[src/rtl/flt_pkg.sv]
// rtl/flt_pkg.sv - shared binary16 types and constants for the int/float conversion paths
package flt_pkg;
  localparam int FLT_EXP_W  = 5;
  localparam int FLT_MANT_W = 10;
  localparam int FLT_BIAS   = 15;

  typedef struct packed {
    logic                  sign;
    logic [FLT_EXP_W-1:0]  exp;
    logic [FLT_MANT_W-1:0] mant;
  } flt16_t;

  typedef enum logic [0:0] {
    IDLE = 1'b0,
    NORM = 1'b1
  } i2f_state_t;
endpackage

[src/rtl/flt_round_pack.sv]
// rtl/flt_round_pack.sv - rounds a normalized 16-bit magnitude and packs a binary16 word
module flt_round_pack
  import flt_pkg::*;
(
  input  logic                 sign,
  input  logic [FLT_EXP_W-1:0] exp,
  input  logic [15:0]          mag,
  input  logic                 round_en,
  output flt16_t               flt
);
  logic [FLT_MANT_W-1:0] mant;
  logic                  guard;
  logic                  sticky;
  logic                  rnd_up;
  logic [FLT_MANT_W:0]   mant_inc;

  assign mant     = mag[14:5];
  assign guard    = mag[4];
  assign sticky   = |mag[3:0];
  assign rnd_up   = round_en & guard & (sticky | mant[0]);
  assign mant_inc = {1'b0, mant} + {{FLT_MANT_W{1'b0}}, rnd_up};

  // An unnormalized magnitude can only be zero here, which packs to +0.
  always_comb begin
    flt = '0;
    if (mag[15]) begin
      flt.sign = sign;
      flt.exp  = mant_inc[FLT_MANT_W] ? exp + 5'd1 : exp;
      flt.mant = mant_inc[FLT_MANT_W-1:0];
    end
  end
endmodule

[src/rtl/int2flt_conv.sv]
// rtl/int2flt_conv.sv - sequential 16-bit signed integer to binary16 converter
module int2flt_conv
  import flt_pkg::*;
#(
  parameter bit ROUND_EN = 1'b1
) (
  input  logic        clk_i,
  input  logic        reset_ni,
  input  logic        start_i,
  input  logic [15:0] int_i,
  output logic        busy_o,
  output logic        done_o,
  output logic [15:0] flt_o
);
  i2f_state_t           state;
  logic                 sign;
  logic [15:0]          mag;
  logic [FLT_EXP_W-1:0] expo;
  flt16_t               packed_flt;

  flt_round_pack u_round_pack (
    .sign     (sign),
    .exp      (expo),
    .mag      (mag),
    .round_en (ROUND_EN),
    .flt      (packed_flt)
  );

  assign busy_o = (state == NORM);

  // Exponent starts at the value for a set bit 15 and counts down per shift.
  always_ff @(posedge clk_i or negedge reset_ni) begin
    if (!reset_ni) begin
      state  <= IDLE;
      sign   <= 1'b0;
      mag    <= '0;
      expo   <= '0;
      done_o <= 1'b0;
      flt_o  <= '0;
    end else begin
      done_o <= 1'b0;
      case (state)
        IDLE: begin
          if (start_i) begin
            sign  <= int_i[15];
            mag   <= int_i[15] ? (~int_i + 16'd1) : int_i;
            expo  <= 5'(FLT_BIAS + 15);
            state <= NORM;
          end
        end
        NORM: begin
          if (mag == 16'd0 || mag[15]) begin
            flt_o  <= packed_flt;
            done_o <= 1'b1;
            state  <= IDLE;
          end else begin
            mag  <= mag << 1;
            expo <= expo - 5'd1;
          end
        end
        default: state <= IDLE;
      endcase
    end
  end
endmodule

[config.mk]
export PLATFORM = sky130hd
export DESIGN_NAME = int2flt_conv
export DESIGN_NICKNAME = d
export VERILOG_FILES = /design/src/rtl/flt_pkg.sv /design/src/rtl/flt_round_pack.sv /design/src/rtl/int2flt_conv.sv
export SDC_FILE = /design/constraint.sdc
export NUM_CORES = 1
export LEC_CHECK = 0
export BUFFER_PORTS_ARGS = -buffer_cell sky130_fd_sc_hd__buf_2
export CAP_MARGIN = 25
export CORE_UTILIZATION = 43
export CTS_BUF_LIST = sky130_fd_sc_hd__clkbuf_8
export CTS_CLUSTER_DIAMETER = 30
export DETAILED_ROUTE_END_ITERATION = 10
export GPL_TIMING_DRIVEN = 0
export SYNTH_ARGS = -nofsm -noshare
export SYNTH_HDL_FRONTEND = slang
export SYNTH_SLANG_ARGS = --single-unit
[constraint.sdc]
create_clock -name clk_i -period 3.4 [get_ports clk_i]
set_input_delay 0.34 -clock clk_i [delete_from_list [all_inputs] [get_ports clk_i]]
set_output_delay 0.34 -clock clk_i [all_outputs]
set_load 0.02 [all_outputs]
==> Word level (Yosys, flattened, before mapping) <==
Cells that the tools add are included.
{ "totals": {"regBits": 40, "in_bits": 19, "output_inout_bits": 18} }
{ "classes": {"addsub": 4, "n_eq_ne": 2, "mux": 14, "bitwise_logic": 4, "n_reduce_logical": 6} }
{ "ops": {"columns": ["cell", "n"], "rows": [
  ["16-bit two-way mux", 4],
  ["16-bit one-hot mux with 2 select lines", 1],
  ["16-bit by 1-bit adder with 16-bit output, second input constant", 1],
  ["16-bit zero test", 1],
  ["16-bit NOT", 1],
  ["5-bit two-way mux", 3],
  ["10-bit by 1-bit adder with 11-bit output", 1],
  ["5-bit one-hot mux with 2 select lines", 1],
  ["2-bit AND reduction", 3],
  ["5-bit by 1-bit adder with 5-bit output, second input constant", 1],
  ["5-bit by 1-bit subtractor with 5-bit output, second input constant", 1],
  ["1-bit two-way mux", 4],
  ["2-bit != test, second input constant", 2],
  ["4-bit OR reduction", 1],
  ["1-bit one-hot mux with 2 select lines", 1],
  ["1-bit bitwise AND", 1],
  ["1-bit logical OR", 1],
  ["1-bit NOT", 1],
  ["1-bit OR", 1]
]} }

==> Longest topological paths before layout <==
{ "logic_depth": {"depth_word": 6, "depth_mapped": 7} }

==> Hierarchy <==
From an unflattened synthesis, not the netlist that was laid out.
{ "unflattened": {"cells_unflattened": 294, "area_unflattened_um2": 2720.1} }
{ "modules_own_cells": {"columns": ["module", "n_inst", "cells_per_inst", "area_per_inst_um2", "seq_area_each_um2"], "rows": [
  ["int2flt_conv", 1, 227, 2277.2, 1001.0],
  ["flt_round_pack", 1, 67, 442.9, 0.0]
]} }

==> Worst setup path after synthesis <==
No wires, ideal clock.
{ "synth_path": {"path_type": "input port to flip-flop", "startpoint": "in int_i[0]", "endpoint": "reg mag[8]", "t_arrival_ns": 1.802, "required_ns": 3.335, "slack_ns": 1.532, "stages": 7, "path_buffers": 1, "cell_sequence": "inv_1 -> ha_1 -> or4b_4 -> buf_6 -> or4b_1 -> nand3_1 -> mux2_2"} }
{ "synth_between": {"elab_chain_cells": 5} }
{ "synth_rtl": {"columns": ["element", "line", "rtl"], "rows": [
  ["start, declared", "int2flt_conv.sv:10", "input logic [15:0] int_i,"],
  ["16-bit NOT", "int2flt_conv.sv:46", "mag <= int_i[15] ? (~int_i + 16'd1) : int_i;"],
  ["16-bit by 1-bit adder with 16-bit output", "int2flt_conv.sv:46", null],
  ["16-bit two-way mux", "int2flt_conv.sv:46", null],
  ["16-bit two-way mux", "int2flt_conv.sv:44", "if (start_i) begin"],
  ["16-bit one-hot mux with 2 select lines", "int2flt_conv.sv:42", "case (state)"],
  ["end signal, assigned", "int2flt_conv.sv:46", null],
  ["end signal, assigned", "int2flt_conv.sv:57", "mag <= mag << 1;"],
  ["end, declared", "int2flt_conv.sv:17", "logic [15:0] mag;"]
]} }
No other way between the ends. The select of a mux whose other input is x is not followed.
A chain may end at the register's enable or synchronous reset.

==> Worst setup path after layout <==
{ "layout_path": {"startpoint": "reg state, in the netlist busy_o", "endpoint": "reg mag[1]"} }
{ "layout_between": {"elab_chain_cells": 3, "elab_cells_between_ends": 5, "classes_between": "2 x eq/ne; 1 x mux; 1 x bitwise; 1 x reduce/logical"} }
{ "layout_rtl": {"columns": ["element", "line", "rtl"], "rows": [
  ["start, declared", "int2flt_conv.sv:15", "i2f_state_t state;"],
  ["start signal, assigned", "int2flt_conv.sv:34", "state <= IDLE;"],
  ["start signal, assigned", "int2flt_conv.sv:48", "state <= NORM;"],
  ["start signal, assigned", "int2flt_conv.sv:55", "state <= IDLE;"],
  ["1-bit NOT (no line)", null, null],
  ["2-bit != test (no line)", null, null],
  ["2-bit AND reduction (no line)", null, null]
]} }
Several ways; a longest one is shown, not always the timed one.

==> reports/qor.csv <==
stage,metric,value,unit
status,status,"complete, no violations",
place,postPlaceCellArea,2760,µm²
floorplan,initial_core_util,45.1,%
floorplan,core_area,5540,µm²
finish,design_area,2890,µm²
global_routing,grt.busiest_layer,met2,
cts,cts-root-buf,clkbuf_8,
sta,tns,0,ns
floorplan,die_y,78.2,µm
pwr,peakVddDrop,0.380,mV
place,place.gp.congestion,0.836,
global_routing,grtUsageMet2,34.2,%
sta,slew_violations,0,
setup_path,worst-r2r-cell-count,5,
yosys,synthCells,265,
setup_path,crit_type,flop to flop,
sta,fin_crit_sh,64.2,%
cts,post_cts.repair.setup_buffers,0,
drt,wl,6200,µm
pwr,p_per_area,892,nW/µm²
setup_path,arrival,2.37,ns
cts,cts_buffers,5,
cts,postCtsHoldBufs,0,
yosys,async_reset_ff_share,100,%
setup_path,path_cells,"clkbuf_1, clkbuf_1, clkbuf_1, o21ai_0, mux2_2",
setup_path,worstPathRequired,3.59,ns
cts,cts_tree,yes,
cts,h-tree-depth,2,
yosys,synthesis.nets,288,
yosys,syn_area,2500,µm²
global_routing,grt_max_degree,41,
pwr,leakagePower,0.00119,µW
yosys,syn_avg_cell_area,9.42,µm²
cts,cts_resized,0,
floorplan,dieWidth,78.2,µm
sta,rsz0062_at_grt,no,
cts,cts.sinks,40,
place,hpwl,4410,µm
yosys,yosysUniqueCellTypes,52,
run,cap_violations,0,
floorplan,rows,27,
sta,hold_viol_final,0,
finish,layout.nets,330,
sta,skew,0.0108,ns
place,dp_worst_setup_slack,1.23,ns
yosys,ys_seq_elements,40,
setup_path,critPathMostFrequentCell,clkbuf_1,
setup_path,startpoint,busy_o,
setup_path,crit_path_max_incr_delay,0.45,ns
sta,worst_pin_slew,0.892,ns
global_routing,met1_usage,31.0,%
setup_path,critPathTopFamily,buffers and inverters,
cts,clk_pin_slew_worst_paths,0.08,ns
yosys,yosys_most_used_dff,dfrtp_1,
floorplan,ios,37,
drt,via_count,2167,
finish,drive_above_1_share,19.2,%
sta,fmax,458,MHz
global_routing,grt_pass1_wl,10400,µm
drt,ant_nets,0,
setup_path,cp_max_fo,10,
sta,period_minus_slack,2.18,ns
setup_path,worst-path-buf-inv,3,
drt,drc,0,
cts,clk_latency,0.31,ns
drt,drt_iter0_drc,175,
setup_path,reg2reg_slack,1.22,ns
sta,holdWs,0.152,ns
drt,first_pass_iters,4,
cts,clk_path_buf_depth,2,
setup_path,critPathCaptureType,flop,
place,port_buffers,35,
yosys,yosys_warnings,0,
global_routing,grt_use_met3,5.23,%
setup_path,worst-path-stages,5,
finish,antenna_cells,0,
global_routing,grt_util_all_layers,22.0,%
drt,avgRoutedWirePerCell,16.3,µm
global_routing,antenna_found_initial,0,
setup_path,crit_slowest_cell,clkbuf_1,
setup_path,r2r-start,busy_o,
sta,slew_headroom,40.6,%
yosys,seq_area_frac_synth,40.1,%
min_path,worstHoldPathType,primary input to asynchronous set/reset pin,
yosys,synth_edf_count,0,
drt,drt-vias-per-instance,5.70,
global_routing,grt_overflow_total,0,
floorplan,dieArea,6120,µm²
global_routing,grt_pass1_vias,2091,
pwr,totalPowerFinal,2580,µW
setup_path,critPathLaunchType,flop,
sta,setup_viol,0,
sta,setup_ws,1.22,ns
finish,syn_to_final_growth,15.7,%
layout make-up:
type	instances	area (µm²)
repair buffers	35	175
fillers	564	2650
inverters	13	48.8
plain buffers	22	98.8
flip-flops and latches	40	1000
clock buffers	7	96.3
clock inverters	1	30.0
multi-input cells	190	1350
well taps	72	90.1
kinds of logic (layout without fill, tap and decap cells):
| kind of cell | Yosys count | count (layout) | share of synthesized area, % |
|---|---|---|---|
| buf+inv | 35 | 78 | 5.91 |
| mux | 12 | 12 | 5.16 |
| xor+xnor | 19 | 19 | 6.66 |
| flops | 40 | 40 | 40.1 |
| fa+ha+maj | 4 | 4 | 2.00 |
| compound gates | 62 | 62 | 18.3 |
| simple gates | 93 | 93 | 21.9 |
state kept, by name, indices dropped and copies added (netlist names):
signal,count
done_o,1
mag,16
flt_o,16
busy_o,1
sign,1
expo,5
synth_stat cells, drive strengths merged, types with 2 or more instances:
cell type / instances / area [µm²]
a211o: 2 / 17.5
a211oi: 6 / 50.1
a21oi: 8 / 40.0
a311oi: 2 / 17.5
and3: 3 / 18.8
and4: 2 / 17.5
buf: 6 / 38.8
clkbuf: 16 / 60.1
dfrtp: 40 / 1000
ha: 4 / 50.1
inv: 13 / 48.8
mux2: 7 / 78.8
mux2i: 5 / 50.1
nand2: 15 / 56.3
nand3: 15 / 75.1
nand4: 8 / 50.1
nor2: 7 / 26.3
nor2b: 9 / 56.3
nor3: 7 / 35.0
nor3b: 6 / 45.0
nor4: 8 / 56.3
nor4b: 2 / 17.5
o21ai: 17 / 85.1
o22ai: 2 / 12.5
o2bb2ai: 11 / 96.3
o31ai: 2 / 15.0
o41ai: 4 / 53.8
or4: 2 / 15.0
or4b: 4 / 43.8
xnor2: 8 / 70.1
xor2: 11 / 96.3
per-stage QoR:
| stage | util (%) | cells |
|---|---|---|
| finish | 52.1 | 380 |
| global route | 52.1 | 380 |
| CTS | 52.1 | 380 |
| detailed placement | 49.9 | 372 |
| global placement | 49.9 | 372 |
| floorplan | - | 265 |
power breakdown:
| part | internal, µW | switching, µW |
|---|---|---|
| Combinational | 499 | 762 |
| Sequential | 702 | 185 |
| Clock | 259 | 172 |
| Total | 1460 | 1120 |
routing by layer:
metal / up-vias / share of wire (%)
li1: 1067 / -
met1: 1043 / 48
met2: 51 / 46
met3: 6 / 5.1
met4: 0 / 0.92
met5: - / 0
final timing paths:
path	to
worst max-delay path	mag[1]
worst min-delay path	mag[12]
worst max register to register	mag[1]
worst min register to register	sign
max in group asynchronous	expo[0]
min in group clk_i	mag[0]
layout by cell type, fill, tap and decap left out, types with 8 or more instances in the layout:
cell / n
xor2_1: 11
dfrtp_1: 40
nand3_1: 15
nor2b_1: 9
inv_1: 12
xnor2_1: 8
nand4_1: 8
nand2_1: 15
clkbuf_1: 16
a21oi_1: 8
o2bb2ai_1: 11
buf_2: 36
o21ai_0: 17
Note: power is estimated with default switching activity, not from simulation.
